==> config.mk <==
export PLATFORM = sky130hd
export DESIGN_NAME = jailbreak_hs_save
export DESIGN_NICKNAME = d
export VERILOG_FILES = /design/src/rtl/jailbreak_hs_save_pkg.sv /design/src/rtl/hs_fletcher16.sv /design/src/rtl/jailbreak_hs_save.sv
export SDC_FILE = /design/constraint.sdc
export NUM_CORES = 1
export LEC_CHECK = 0
export ABC_AREA = 0
export CAP_MARGIN = 20
export CORE_MARGIN = 5
export CORE_UTILIZATION = 40
export CTS_CLUSTER_DIAMETER = 60
export DETAILED_ROUTE_END_ITERATION = 6
export GPL_ROUTABILITY_DRIVEN = 0
export GPL_TIMING_DRIVEN = 0
export SYNTH_ARGS = -nofsm -noshare
export SYNTH_HDL_FRONTEND = slang
export SYNTH_SLANG_ARGS = --single-unit
==> constraint.sdc <==
create_clock -name clk -period 5.9 [get_ports clk]
set_input_delay 1.18 -clock clk [delete_from_list [all_inputs] [get_ports clk]]
set_output_delay 1.18 -clock clk [all_outputs]
set_load 0.01 [all_outputs]
==> src/rtl/jailbreak_hs_save_pkg.sv <==
`default_nettype none
// ============================================================================
// Module      : jailbreak_hs_save_pkg
// Description : Shared types for the Jailbreak high-score save path: the
//               save FSM state encoding, the 16-bit checksum type, and a
//               saturating increment for the stable-scan counter.
// Revision    : 1.0  initial release
// ============================================================================
package jailbreak_hs_save_pkg;

    typedef enum logic [2:0] {
        ST_IDLE      = 3'd0,
        ST_GAP       = 3'd1,
        ST_SCAN      = 3'd2,
        ST_COMPARE   = 3'd3,
        ST_REQUEST   = 3'd4,
        ST_WAIT_DONE = 3'd5
    } hs_save_state_e;

    typedef logic [15:0] hs_cksum_t;

    // The signature is read first, ahead of the high-score table.
    localparam logic [8:0] c_SIG_BYTES  = 9'd3;
    localparam logic [2:0] c_STABLE_MAX = 3'd7;

    function automatic logic [2:0] hs_sat_inc(input logic [2:0] v);
        return (v == c_STABLE_MAX) ? v : v + 3'd1;
    endfunction

endpackage
`default_nettype wire

==> src/rtl/hs_fletcher16.sv <==
`default_nettype none
// ============================================================================
// Module      : hs_fletcher16
// Description : Byte-serial Fletcher-style checksum. sum1 += byte, then
//               sum2 += (updated) sum1, both wrapping at 8 bits.
// Ports       : clk, rst      - clock, synchronous active-high reset
//               i_clr         - clear both sums (priority over i_valid)
//               i_valid       - i_byte is accumulated this cycle
//               i_byte        - input byte
//               o_cksum       - {sum2, sum1}
// Revision    : 1.0  initial release
// ============================================================================
module hs_fletcher16
    import jailbreak_hs_save_pkg::*;
(
    input  logic       clk,
    input  logic       rst,
    input  logic       i_clr,
    input  logic       i_valid,
    input  logic [7:0] i_byte,
    output hs_cksum_t  o_cksum
);

    logic [7:0] r_sum1;
    logic [7:0] r_sum2;
    logic [7:0] w_sum1_nxt;

    assign w_sum1_nxt = r_sum1 + i_byte;

    always_ff @(posedge clk) begin
        if (rst || i_clr) begin
            r_sum1 <= 8'd0;
            r_sum2 <= 8'd0;
        end else if (i_valid) begin
            r_sum1 <= w_sum1_nxt;
            r_sum2 <= r_sum2 + w_sum1_nxt;
        end
    end

    assign o_cksum = {r_sum2, r_sum1};

endmodule
`default_nettype wire

==> src/rtl/jailbreak_hs_save.sv <==
`default_nettype none
// ============================================================================
// Module      : jailbreak_hs_save
// Description : Periodically scans the Jailbreak high-score RAM, checks the
//               game signature, and raises a flush request once the table
//               checksum has changed and held the same new value for
//               STABLE_SCANS consecutive scans.
// Ports       : clk, reset            - core clock, sync active-high reset
//               arm                   - restore done / signature seen (level)
//               scan_en               - RAM port granted to this block
//               hs_address/hs_data_out- RAM byte port, 1-cycle read latency
//               flush_valid/ready     - flush request handshake
//               flush_slot_id/size    - request fields, zero when idle
//               flush_done            - host read complete pulse
//               flush_count           - accepted flushes, wrapping
// Revision    : 1.0  initial release
// ============================================================================
module jailbreak_hs_save
    import jailbreak_hs_save_pkg::*;
#(
    parameter logic [15:0] HISCORE_SLOT_ID = 16'd2,
    parameter logic [11:0] HISCORE_BASE    = 12'h620,
    parameter logic [7:0]  HISCORE_SIZE    = 8'h50,
    parameter logic [11:0] CHECK_ADDR      = 12'h57e,
    parameter logic [23:0] CHECK_VALUE     = 24'h302500,
    parameter logic [2:0]  STABLE_SCANS    = 3'd4,
    parameter logic [23:0] SCAN_GAP        = 24'd1_000_000
) (
    input  logic        clk,
    input  logic        reset,
    input  logic        arm,
    input  logic        scan_en,
    output logic [11:0] hs_address,
    input  logic [7:0]  hs_data_out,
    output logic        flush_valid,
    input  logic        flush_ready,
    output logic [15:0] flush_slot_id,
    output logic [31:0] flush_size,
    input  logic        flush_done,
    output logic [7:0]  flush_count
);

    // Number of addresses per scan; r_idx reaches this value on the cycle the
    // last byte is captured.
    localparam logic [8:0] c_SCAN_LEN = {1'b0, HISCORE_SIZE} + c_SIG_BYTES;

    hs_save_state_e r_state;
    hs_save_state_e w_state_nxt;

    logic [8:0]  r_idx;
    logic [23:0] r_gap;
    logic [23:0] r_sig;
    hs_cksum_t   r_base;
    hs_cksum_t   r_cand;
    hs_cksum_t   w_cksum;
    logic        r_base_vld;
    logic        r_cand_vld;
    logic [2:0]  r_stable;
    logic [7:0]  r_flush_cnt;

    logic        w_disarm;
    logic        w_enter_scan;
    logic        w_cap_sig;
    logic        w_cap_hs;
    logic        w_sig_ok;
    logic        w_changed;
    logic        w_repeat;
    logic [2:0]  w_stable_nxt;

    // WAIT_DONE must see the host read through even if arm drops.
    assign w_disarm     = !arm && (r_state != ST_WAIT_DONE);
    assign w_enter_scan = (w_state_nxt == ST_SCAN) && (r_state != ST_SCAN);

    // In SCAN, r_idx = k means address k is on the bus and the data for
    // address k-1 is on hs_data_out.
    assign w_cap_sig = (r_state == ST_SCAN) && (r_idx != 9'd0) && (r_idx <= c_SIG_BYTES);
    assign w_cap_hs  = (r_state == ST_SCAN) && (r_idx >  c_SIG_BYTES);

    assign w_sig_ok     = (r_sig == CHECK_VALUE);
    assign w_changed    = (w_cksum != r_base);
    assign w_repeat     = r_cand_vld && (w_cksum == r_cand);
    assign w_stable_nxt = w_repeat ? hs_sat_inc(r_stable) : 3'd1;

    hs_fletcher16 u_fletcher (
        .clk     (clk),
        .rst     (reset),
        .i_clr   (w_enter_scan),
        .i_valid (w_cap_hs),
        .i_byte  (hs_data_out),
        .o_cksum (w_cksum)
    );

    always_ff @(posedge clk) begin
        if (reset) begin
            r_state <= ST_IDLE;
        end else begin
            r_state <= w_state_nxt;
        end
    end

    always_comb begin
        w_state_nxt   = r_state;
        hs_address    = CHECK_ADDR;
        flush_valid   = (r_state == ST_REQUEST);
        flush_slot_id = 16'd0;
        flush_size    = 32'd0;

        if (w_disarm) begin
            w_state_nxt = ST_IDLE;
        end else begin
            case (r_state)
                ST_IDLE:      w_state_nxt = ST_SCAN;
                ST_GAP: begin
                    if ((r_gap + 24'd1) >= SCAN_GAP) w_state_nxt = ST_SCAN;
                end
                ST_SCAN: begin
                    if (!scan_en)                    w_state_nxt = ST_GAP;
                    else if (r_idx == c_SCAN_LEN)    w_state_nxt = ST_COMPARE;
                end
                ST_COMPARE: begin
                    if (w_sig_ok && r_base_vld && w_changed && (w_stable_nxt >= STABLE_SCANS))
                        w_state_nxt = ST_REQUEST;
                    else
                        w_state_nxt = ST_GAP;
                end
                ST_REQUEST: begin
                    if (flush_ready) w_state_nxt = ST_WAIT_DONE;
                end
                ST_WAIT_DONE: begin
                    if (flush_done) w_state_nxt = ST_GAP;
                end
                default:      w_state_nxt = ST_IDLE;
            endcase
        end

        if (r_state == ST_SCAN) begin
            if (r_idx < c_SIG_BYTES)
                hs_address = CHECK_ADDR + 12'(r_idx);
            else if (r_idx < c_SCAN_LEN)
                hs_address = HISCORE_BASE + 12'(r_idx - c_SIG_BYTES);
        end

        if (r_state == ST_REQUEST) begin
            flush_slot_id = HISCORE_SLOT_ID;
            flush_size    = {24'd0, HISCORE_SIZE};
        end
    end

    always_ff @(posedge clk) begin
        if (reset) begin
            r_idx       <= 9'd0;
            r_gap       <= 24'd0;
            r_sig       <= 24'd0;
            r_base      <= '0;
            r_base_vld  <= 1'b0;
            r_cand      <= '0;
            r_cand_vld  <= 1'b0;
            r_stable    <= 3'd0;
            r_flush_cnt <= 8'd0;
        end else begin
            r_idx <= (r_state == ST_SCAN) ? r_idx + 9'd1 : 9'd0;
            r_gap <= (r_state == ST_GAP)  ? r_gap + 24'd1 : 24'd0;

            if (w_enter_scan)
                r_sig <= 24'd0;
            else if (w_cap_sig)
                r_sig <= {hs_data_out, r_sig[23:8]};

            if (w_disarm) begin
                // Re-arming relearns the table from scratch.
                r_base_vld <= 1'b0;
                r_cand_vld <= 1'b0;
                r_stable   <= 3'd0;
            end else if (r_state == ST_COMPARE) begin
                if (!w_sig_ok) begin
                    r_stable <= 3'd0;
                end else if (!r_base_vld) begin
                    r_base     <= w_cksum;
                    r_base_vld <= 1'b1;
                end else if (!w_changed) begin
                    r_stable <= 3'd0;
                end else begin
                    r_stable <= w_stable_nxt;
                    if (!w_repeat) begin
                        r_cand     <= w_cksum;
                        r_cand_vld <= 1'b1;
                    end
                end
            end else if ((r_state == ST_REQUEST) && flush_ready) begin
                r_base      <= r_cand;
                r_flush_cnt <= r_flush_cnt + 8'd1;
                r_stable    <= 3'd0;
            end
        end
    end

    assign flush_count = r_flush_cnt;

endmodule
`default_nettype wire

### Yosys cells after proc, flatten, opt, wreduce, memory -nomap -nowiden

Cells that the tools add are included.

* add/subtract/negate cells: 9
* $lt $le $gt $ge: 6
* equal/unequal tests: 16
* mux-type cells: 24
* bitwise operators: 5
* reductions and logical operators: 25

Operators by type and width (count)
* two-way mux 16 bit: 4
* two-way mux 3 bit: 14
* two-way mux 12 bit: 3
* adder 24 x 1 -> 24 bit (second input constant): 1
* equality test 24 x 22 -> 1 bit (second input constant): 1
* >= comparator 24 x 20 -> 1 bit (second input constant): 1
* one-hot mux 3 bit (6 select lines): 1
* adder 8 bit: 2
* equality test 16 bit: 1
* != test 16 bit: 1
* adder 11 x 12 -> 12 bit (first input constant): 1
* adder 11 x 9 -> 12 bit (first input constant): 1
* logical AND 1 bit: 10
* subtractor 9 x 2 -> 10 bit (second input constant): 1
* adder 9 x 1 -> 9 bit (second input constant): 1
* equality test 3 x 2 -> 1 bit (second input constant): 3
* equality test 3 bit (second input constant): 3
* equality test 9 x 7 -> 1 bit (second input constant): 1
* > comparator 9 x 2 -> 1 bit (second input constant): 1
* less-or-equal comparator 9 x 2 -> 1 bit (second input constant): 1
* < comparator 9 x 2 -> 1 bit (second input constant): 1
* < comparator 9 x 7 -> 1 bit (second input constant): 1
* nonzero test 9 bit: 1
* adder 8 x 1 -> 8 bit (second input constant): 1
* other kinds (19): 29

* register bits after elaboration: 121
* output and inout port bits: 69

### Logic depth before layout (Yosys ltp)

* depth in word-level cells: 11
* mapped depth: 14
* mapped depth without buffers: 14

### By module

From an unflattened synthesis, not the netlist that was laid out.

* cells, all modules: 832
* area, all modules: 7200.7 um2

Modules (own cells, without submodules)
* jailbreak_hs_save: times used 1, cells each 699, area an instance 6032.0 um2, sequential area each 2102.0 um2
* hs_fletcher16: times used 1, cells each 133, area an instance 1168.6 um2, sequential area each 320.3 um2

### Least setup slack after synthesis

Ideal clock, no wire load.

* kind: input-to-reg
* start: input hs_data_out[0]
* end: register u_fletcher.r_sum2[7]
* setup time: 79 ps
* arrival: 3602 ps
* path slack: 2219 ps
* cell stages on the path: 12
* path through: ha_1 fa_1 a21o_1 a21oi_1 o21bai_1 a21oi_1 xnor2_1 ha_1 o41ai_1 xnor2_1 or3_1 a22oi_1

* longest elaborated chain between the ends: 2

Ends and longest elaborated chain
* from (decl): RTL line jailbreak_hs_save.sv:34 `input logic [7:0] hs_data_out,`
* adder 8 bit: RTL line hs_fletcher16.sv:28 `assign w_sum1_nxt = r_sum1 + i_byte;`
* net u_fletcher.w_sum1_nxt[6]: RTL line hs_fletcher16.sv:26 `logic [7:0] w_sum1_nxt;`
* adder 8 bit: RTL line hs_fletcher16.sv:36 `r_sum2 <= r_sum2 + w_sum1_nxt;`
* to (signal assigned): RTL line hs_fletcher16.sv:36
* to (decl): RTL line hs_fletcher16.sv:25 `logic [7:0] r_sum2;`

The timed path passes the listed nets, and every way through them passes these cells.
A chain may end at the register's enable or synchronous reset.

### Final worst setup path

* start: register r_idx[2]
* end: output hs_address[9]

* longest elaborated chain between the ends: 5
* elaborated cells between the ends (all ways): 8
* those cells by class: add/sub (3); order compare (2); mux (3)

Ends and longest elaborated chain
* from (decl): RTL line jailbreak_hs_save.sv:50 `logic [8:0] r_idx;`
* from (signal assigned): RTL line jailbreak_hs_save.sv:161 `r_idx <= (r_state == ST_SCAN) ? r_idx + 9'd1 : 9'd0;`
* subtractor 9 x 2 -> 10 bit: RTL line jailbreak_hs_save.sv:140 `hs_address = HISCORE_BASE + 12'(r_idx - c_SIG_BYTES);`
* adder 11 x 12 -> 12 bit: RTL line jailbreak_hs_save.sv:140
* two-way mux 12 bit: RTL line jailbreak_hs_save.sv:139 `else if (r_idx < c_SCAN_LEN)`
* two-way mux 12 bit (*): RTL line jailbreak_hs_save.sv:137 `if (r_idx < c_SIG_BYTES)`
* two-way mux 12 bit (*): RTL line jailbreak_hs_save.sv:136 `if (r_state == ST_SCAN) begin`
* to (decl): RTL line jailbreak_hs_save.sv:33 `output logic [11:0] hs_address,`

Mark *: on every way between the ends. The rest lies on a longest branch, timed or not.

==> results.toml <==
[cts]
cts_root_buffer = "clkbuf_16"
cts_max_path_buffers = 2
htree_levels = 4
clkLatencyLatePin_ns = 0.42
clock-sinks = 121
cts_tree = "built"
cts_resized = 0
clk_pin_slew_worst_paths_ns = 0.05
cts_buffers = 17
post-cts-setup-buffers = 0
cts_hold_buf = 0

[sta]
maxSlewViolCount = 0
tns_ns = 0
setup_viol = 0
tightest_slew_ns = 0.967
finalClockSkew_ns = 0.0129
maxSlewHeadroom = 0.346
rsz0062_at_grt = "false"
finalHoldViolations = 0
worst_slack_ns = 1.50
fin_crit_sh = 0.746
period_minus_slack_ns = 4.40
max_freq_mhz = 227

[routing]
wl_mm = 15.6
vias = 5542
drt_iter0_markers = 227
drt_drc_violations_left = 0
vias_per_cell = 4.91
routedWlPerCell_um = 13.8
firstDrtPassIters = 6
ant_nets = 0

[cells_and_area]
fill_cells = 1687
areaGrowthSynthToFinish_pct = 19.2
drive_above_1_share = 0.114
diodes = 0
fin_cells = 1129
nets = 933

[die]
start_util = 0.404
fp.dieArea_mm2 = 0.0201
die-width_um = 142
ios = 83
core-area_mm2 = 0.0172
die_y_um = 142
rows = 48

[power_and_ir_drop]
power_density_mw_per_mm2 = 226
p_leak_nw = 3.54
max-vdd-ir-drop_uv = 206
power.total_mw = 1.87

[yosys]
yosysMostFrequentCell = "dfxtp_1"
synth_area_per_cell_um2 = 8.71
yosys-top-cells-count = "121 x dfxtp_1, 103 x nor2_1, 69 x mux2i_1"
synth_top_cells_by_area = "dfxtp_1 35%, mux2i_1 10%, xor2_1 6.1%"
ys_seq_area_frac = 0.349
synthArstFlopShare = 0
synth_edf_count = 0
synth.distinct_cells = 57
syn_area_mm2 = 0.00693
synth_seq_cells = 121
yosys_warnings = 0
ys.flop_type = "dfxtp_1"
synthCells = 796
yosys.area.top_type_share = 0.349
synth_largest_area_cell = "dfxtp_1"

[worst_setup_path]
reg2reg_from = "u_fletcher.r_sum1[0]$_SDFFE_PP0P_"
arrival_ns = 3.22
critPathBufInv = 3
critPathTopFamily = "buffers and inverters"
required_ns = 4.72
path_class = "reg2out"
critPathSlowestCell = "clkdlybuf4s50_1"
cp-start-kind = "register"
cpPeakStageDelay_ns = 0.47
critPathMaxFanout = 7
crit_chain = "clkbuf_1, inv_1, ha_1, nand2_1, nand2_1, nor2_1, xor2_1, ha_1, nor2b_1, a2111oi_0, a41o_1, nor2_1, clkdlybuf4s50_1"
cp-end-kind = "output pin"
startpoint = "r_idx[2]$_SDFF_PP0_"

[grt]
antenna_found_initial = 0
grt_max_degree = 17
grt.overflow.total = 0
grt.total_usage = 0.160
grt_pass1_wl_mm = 25.7
grt_pass1_vias = 5161

[job]
drv_cap = 0

[placement]
dpl.cell_count = 1100
pre_cts_slack_ns = 1.38
dpl.hpwl_mm = 11.6
numPortBuffers = 34

[hold_path]
hold_start = "r_gap[0]$_SDFF_PP0_"
hold_path_class = "reg2reg"

[status]
outcome = "finished clean"
[power by group]
group          leakage [nW]  switching (mW)  total [mW]  internal (mW)
registers             0.975         0.00174       0.822          0.820
logic                  2.29          0.0549       0.100         0.0456
clock network         0.271           0.343       0.949          0.606
total                  3.54           0.400        1.87           1.47
[final cells by class]
| type | instances | area (µm²) | share of cell area |
|---|---|---|---|
| plain buffers | 95 | 584 | 0.0707 |
| clock buffers | 27 | 533 | 0.0645 |
| clock inverters | 2 | 10.0 | 0.00121 |
| inverters | 10 | 37.5 | 0.00454 |
| multi-input cells | 615 | 4060 | 0.491 |
| flip-flops and latches | 121 | 2420 | 0.293 |
| well taps | 225 | 282 | 0.0341 |
| repair buffers | 34 | 340 | 0.0412 |
[sequential cells by signal, indices dropped and copies added (netlist names)]
register	count
r_gap	24
flush_count	8
r_base	16
r_base_vld	1
r_cand_vld	1
r_cand	16
r_stable	3
r_idx	9
u_fletcher.r_sum2	8
u_fletcher.r_sum1	8
r_state	3
r_sig	24
[cells in the final DEF (no fill, tap or decap), drive strengths merged, types with 2 or more instances in the layout]
| cell | count |
|---|---|
| dfxtp | 121 |
| nor2 | 103 |
| mux2i | 69 |
| buf | 64 |
| a21oi | 62 |
| clkbuf | 58 |
| xor2 | 48 |
| conb | 47 |
| nand2 | 38 |
| xnor2 | 36 |
| clkdlybuf4s50 | 34 |
| ha | 23 |
| o21ai | 22 |
| a211oi | 18 |
| nand3 | 17 |
| nand4 | 15 |
| nor4 | 14 |
| nor3 | 12 |
| and3 | 11 |
| inv | 10 |
| nor2b | 9 |
| nor4b | 6 |
| and4 | 5 |
| or3 | 5 |
| or2 | 5 |
| a21o | 4 |
| nand2b | 4 |
| and2 | 4 |
| o211ai | 3 |
| a31o | 3 |
| nand4b | 3 |
| o41ai | 3 |
| o32ai | 3 |
| a41oi | 3 |
| a221oi | 3 |
| o21bai | 2 |
| nor3b | 2 |
| and4b | 2 |
| fa | 2 |
| clkinv | 2 |
[layer usage]
layer,global-route usage,wire length [µm],vias up,share of wire
met3,0.0411,633,13,0.041
met5,0,0,-,0
met1,0.210,7620,2532,0.49
met2,0.257,7180,97,0.46
met4,0.0520,187,0,0.012
li1,-,-,2900,-
[path summary, 6_finish.rpt]
kind,end,cells after the start,slack [ns]
hold / removal,r_gap[0]$_SDFF_PP0_,1,0.47
hold reg to reg,r_gap[0]$_SDFF_PP0_,1,0.47
setup / recovery,hs_address[9],13,1.50
setup reg to reg,u_fletcher.r_sum2[7]$_SDFFE_PP0P_,12,2.63
[worst register-to-register path: cells and delay by family, from the launching register on]
family / cells / cell delay, ns
AOI/OAI and AO/OA: 6 / 1.34
DFF: 1 / 0.37
and+or+nand+nor: 1 / 0.32
xor gates and xnor gates: 2 / 0.29
adders and majority gates: 3 / 0.88
[stage by stage]
stage / instance area (µm²) / util / hold slack [ns]
detailed placement: 7720 / 0.450 / 0.468
CTS: 8270 / 0.481 / 0.477
global placement: 7720 / 0.450 / 0.461
global route: 8270 / 0.481 / 0.514
floorplan: 7100 / - / 0.437
finish: 8270 / 0.481 / 0.472
[cells by family after synthesis]
logic type / count (synthesis) / share of synthesized area
AND/OR/NAND/NOR: 258 / 0.188
AO/OA/AOI/OAI: 132 / 0.118
flip-flops: 121 / 0.349
buffers and inverters: 105 / 0.0897
XOR/XNOR: 84 / 0.106
multiplexers: 69 / 0.0996
adder cells (fa/ha/maj): 25 / 0.0473
other: 2 / 0.00108
No activity file was read; power rests on OpenSTA's default activity.
==> patch 1, RTL diff (same settings) <==
Put one more register stage on the output `flush_count`, with the module's reset. The value now appears one clock later. The other outputs are not delayed to match.
--- a/src/rtl/jailbreak_hs_save.sv
+++ b/src/rtl/jailbreak_hs_save.sv
@@ -196,3 +196,9 @@
 
-    assign flush_count = r_flush_cnt;
+    always_ff @(posedge clk) begin
+        if (reset) begin
+            flush_count <= '0;
+        end else begin
+            flush_count <= r_flush_cnt;
+        end
+    end
 
Formal check against the unedited RTL: no difference found for any inputs over 4 cycles, from zero or initial values and one cycle with reset high; that may be too few to reach the edited logic, so the function may still have changed.
==> patch 1 against the original RTL <==
Global-route usage decreased by 0.062 points; maximum frequency down 2.7%; power is 11% higher; synthesized area up 5.2%; synthesized cell count rose by 9.0%; clock skew is 0.0057 ns lower; worst setup slack got worse by 0.12 ns; sequential cell count rose by 8; hold slack improved by 0.0017 ns; cell area is 5.3% higher; wire length is 5.1% higher; critical path depth fell by 5; largest cell class unchanged.
==> patch 1: results (changes against the original RTL) <==
metric	value	unit	change
top post-synthesis cells by area	dfxtp_1 35%, nand2_1 7.5%, xnor2_1 6.4%		
Routed WL	16400	um	+5.1%
multi-input gate share of total cell area	48.5	%	-0.58 points
nonclk buf count	126		-2.3%
peak fanout along the critical path	9		+2
post-synthesis compound-gate area fraction	13.1	%	+1.3 points
sw power	450	uW	+13%
layout cells sized above 1	15.6	%	+4.3 points
sequential share of the synthesized area	35.4	%	+0.47 points
dpl ws	1.63	ns	+0.254 ns
cell count after synthesis	868		+9.0%
status	finished clean		
Non-clk invs	14		+4
Placed Cells	1176		+6.9%
synth cell count leaders	145 x nand2_1, 129 x dfxtp_1, 98 x nor2_1, 53 x xnor2_1, 50 x buf_4		
drt pass-1 iters	4		-2
Placed Area	8090	um2	+4.7%
Fillers	1763		+4.5%
Worst-Margin Slew	0.594	ns	-0.373 ns
nets	1005		+7.7%
Synth Area in XOR/XNOR	9.85	%	-0.76 points
Multi-input comb cells	678		+10%
Finished Cell Area	8700	um2	+5.3%
DP Wirelength	12000	um	+3.6%
crit path DAT	3.34	ns	+0.12 ns
Layout non-clock buf frac	10.9	%	-0.32 points
vias per cell	4.93		+0.44%
first-pass GRT wire length	28000	um	+8.9%
initial DRC count	239		+5.3%
Peak VDD IR	0.207	mV	+0.43%
vias in the first global route	5678		+10%
LEAKAGE	0.00321	uW	-9.4%
mux cell area share after synthesis	2.88	%	-7.1 points
[patch 1: cell types whose count changed in the layout (fill, tap and decap cells not counted), sizes merged, moves of 5 or more]
cell	before	now
nand2	38	146
mux2i	69	21
xor2	48	29
xnor2	36	53
a311oi	0	16
a211oi	18	3
dfxtp	121	129
nor3	12	18
a21oi	62	67
clkbuf	58	53
o21ai	22	17
[patch 1: logic make-up after synthesis]
family                     after synthesis
AOI/OAI and AO/OA                      130
xor gates and xnor gates                82
adders and majority gates               25
buffers and inverters                  106
DFF                                    129
muxes                                   21
other                                    2
and+or+nand+nor                        373
[patch 1: worst max-delay path, cell delays in order, from the launching register on]
cell and delay, ns:
dfxtp_1 0.31, clkbuf_1 0.20, or4_1 0.58, nand3b_1 0.38, nor2_2 0.32, nor2_1 0.17
a221o_1 0.36, nand2_1 0.07, clkdlybuf4s50_1 0.54
[patch 1: power by group through the flow]
| stage | sequential, uW | combinational [uW] | clock (uW) |
|---|---|---|---|
| 3_3_place_gp | 895 | 111 | 0 |
| 4_1_cts | 876 | 112 | 1110 |
| 2_1_floorplan | 894 | 84.9 | 0 |
| 5_1_grt | 875 | 124 | 1160 |
| 6_report | 876 | 112 | 1090 |
| 3_5_place_dp | 895 | 111 | 0 |
[patch 1: path summary, 6_finish.rpt]
path	start	to	slack (ns)	cells past startpoint
max	r_idx[2]	hs_address[3]	1.38	8
max reg2reg	u_fletcher.r_sum1[0]	u_fletcher.r_sum2[7]	2.88	14
min	r_flush_cnt[7]	flush_count[7]	0.47	1
min reg2reg	r_flush_cnt[7]	flush_count[7]	0.47	1
[patch 1: layer usage]
layer	vias up	routed length [um]	track usage [%]
met5	-	0	0
met4	0	255	5.70
met3	23	622	3.65
met2	94	7490	25.0
met1	2771	8040	21.4
li1	3063	-	-
==> patch 2, RTL diff (same settings) <==
Made on the original files. The parameter `CHECK_VALUE` goes from 24'h302500 to 24'h200000.
--- a/src/rtl/jailbreak_hs_save.sv
+++ b/src/rtl/jailbreak_hs_save.sv
@@ -24,3 +24,3 @@
     parameter logic [11:0] CHECK_ADDR      = 12'h57e,
-    parameter logic [23:0] CHECK_VALUE     = 24'h302500,
+    parameter logic [23:0] CHECK_VALUE     = 24'h200000,
     parameter logic [2:0]  STABLE_SCANS    = 3'd4,
Formal check against the unedited RTL: no difference found for any inputs over 4 cycles, from zero or initial values and one cycle with reset high; that may be too few to reach the edited logic, so the function may still have changed.
==> patch 2 against the original RTL <==
Cell area up 2.1%; register-to-register slack got worse by 0.19 ns; clock power increased by 16%; sequential cell count is the same; worst setup slack lost 0.16 ns; combinational power up 19%; wire length is 11% higher; via count increased by 7.9%; final cell count increased by 3.7%; first-iteration DRC count up 95%; synthesized area grew 1.3%; power increased by 9.1%; critical endpoint unchanged; largest cell class unchanged; highest routed layer unchanged.
==> patch 2: results (changes against the original RTL) <==
metric	value	unit	change
status	finished clean		
nonclk buf count	133		+3.1%
Min-Delay Startpoint	r_gap[0]		
M1 wire length	8500	um	+11%
Worst-Margin Slew	1.08	ns	+0.113 ns
peak fanout along the critical path	8		+1
reg2reg start	u_fletcher.r_sum1[0]		
Non-clk invs	13		+3
crit path DAT	3.38	ns	+0.16 ns
num sequential	121		unchanged
first-pass GRT wire length	28300	um	+10%
Multi-input comb cells	647		+5.2%
LEAKAGE	0.00337	uW	-4.9%
n_diodes	0		unchanged
Layout non-clock buf frac	10.9	%	-0.31 points
nets	972		+4.2%
sequential share of the synthesized area	34.5	%	-0.45 points
Clock buf/inv share	7.34	%	+0.77 points
Hold Crit Depth	1		unchanged
Peak VDD IR	0.197	mV	-4.6%
met2 wire len	7730	um	+7.7%
footprint of the multi-input gates	4150	um2	+2.4%
Worst Skew	0.00752	ns	-0.00534 ns
Synth Area in XOR/XNOR	10.4	%	-0.26 points
Finished Layout Cells	1171		+3.7%
post-route worst setup slack	1.34	ns	-0.161 ns
post-synthesis compound-gate area fraction	13.8	%	+2.0 points
CLK BUF	20		-26%
vias per cell	5.11		+4.0%
Fillers	1710		+1.4%
Placed Area	7820	um2	+1.3%
YS warnings	0		unchanged
HP Class	reg2reg		
All-Layer GR Usage	17.3	%	+1.3 points
Routed WL	17400	um	+11%
syn_area_per_cell	8.42	um2	-3.3%
sequential cell area	2420	um2	unchanged
vias in the first global route	5540		+7.3%
largest net degree at the start of global routing	17		unchanged
Finished Cell Area	8440	um2	+2.1%
met2 global-route usage	26.5	%	+0.77 points
drt pass-1 iters	5		-1
port buffer count	35		+2.9%
mux cell area share after synthesis	5.99	%	-4.0 points
Fin Hold WS	0.465	ns	-0.00684 ns
Placed Cells	1139		+3.5%
met3 WL	880	um	+39%
top post-synthesis cells by area	dfxtp_1 34%, xor2_1 6.4%, mux2i_1 6.0%		
distinct cell type count after synthesis	58		+1.8%
r2r setup slk	2.44	ns	-0.19 ns
synth cell count leaders	121 x dfxtp_1, 106 x nor2_1, 76 x nand2_1, 51 x buf_4, 51 x xor2_1		
slowest stage delay, CP	0.47	ns	about the same
met3 GRT Util	4.20	%	+0.088 points
dpl ws	1.24	ns	-0.137 ns
DP Wirelength	12700	um	+9.4%
met1 GRT Util	24.1	%	+3.2 points
layout cells sized above 1	10.3	%	-1.1 points
post-synthesis adder-cell area fraction	4.67	%	-0.062 points
initial DRC count	443		+95%
Reg2Reg Depth	12		unchanged
## patch 2: cell types whose count changed after synthesis, moves of 6 or more
cell and delta:
nand2_1 +39, a21oi_1 -36, mux2i_1 -27, nand3_1 +19, a311oi_1 +16, a211oi_1 +11
a221oi_1 +10, clkbuf_1 +9, o21ai_0 -6
## patch 2: worst reg2reg max path, stage by stage (launching register included)
cell and delay, ns:
dfxtp_1 0.40, ha_1 0.26, fa_1 0.40, a21o_1 0.17, a21oi_1 0.23, o21bai_1 0.09
a21oi_1 0.19, xnor2_1 0.13, ha_1 0.22, o41ai_1 0.50, xor2_1 0.15, or3_1 0.33
a221oi_1 0.28
## patch 2: power breakdown
part           switching (uW)  internal (uW)  leakage [uW]
Clock                     385            716      0.000300
Sequential               2.20            819      0.000975
Combinational            71.9           46.7       0.00209
Total                     460           1580       0.00337
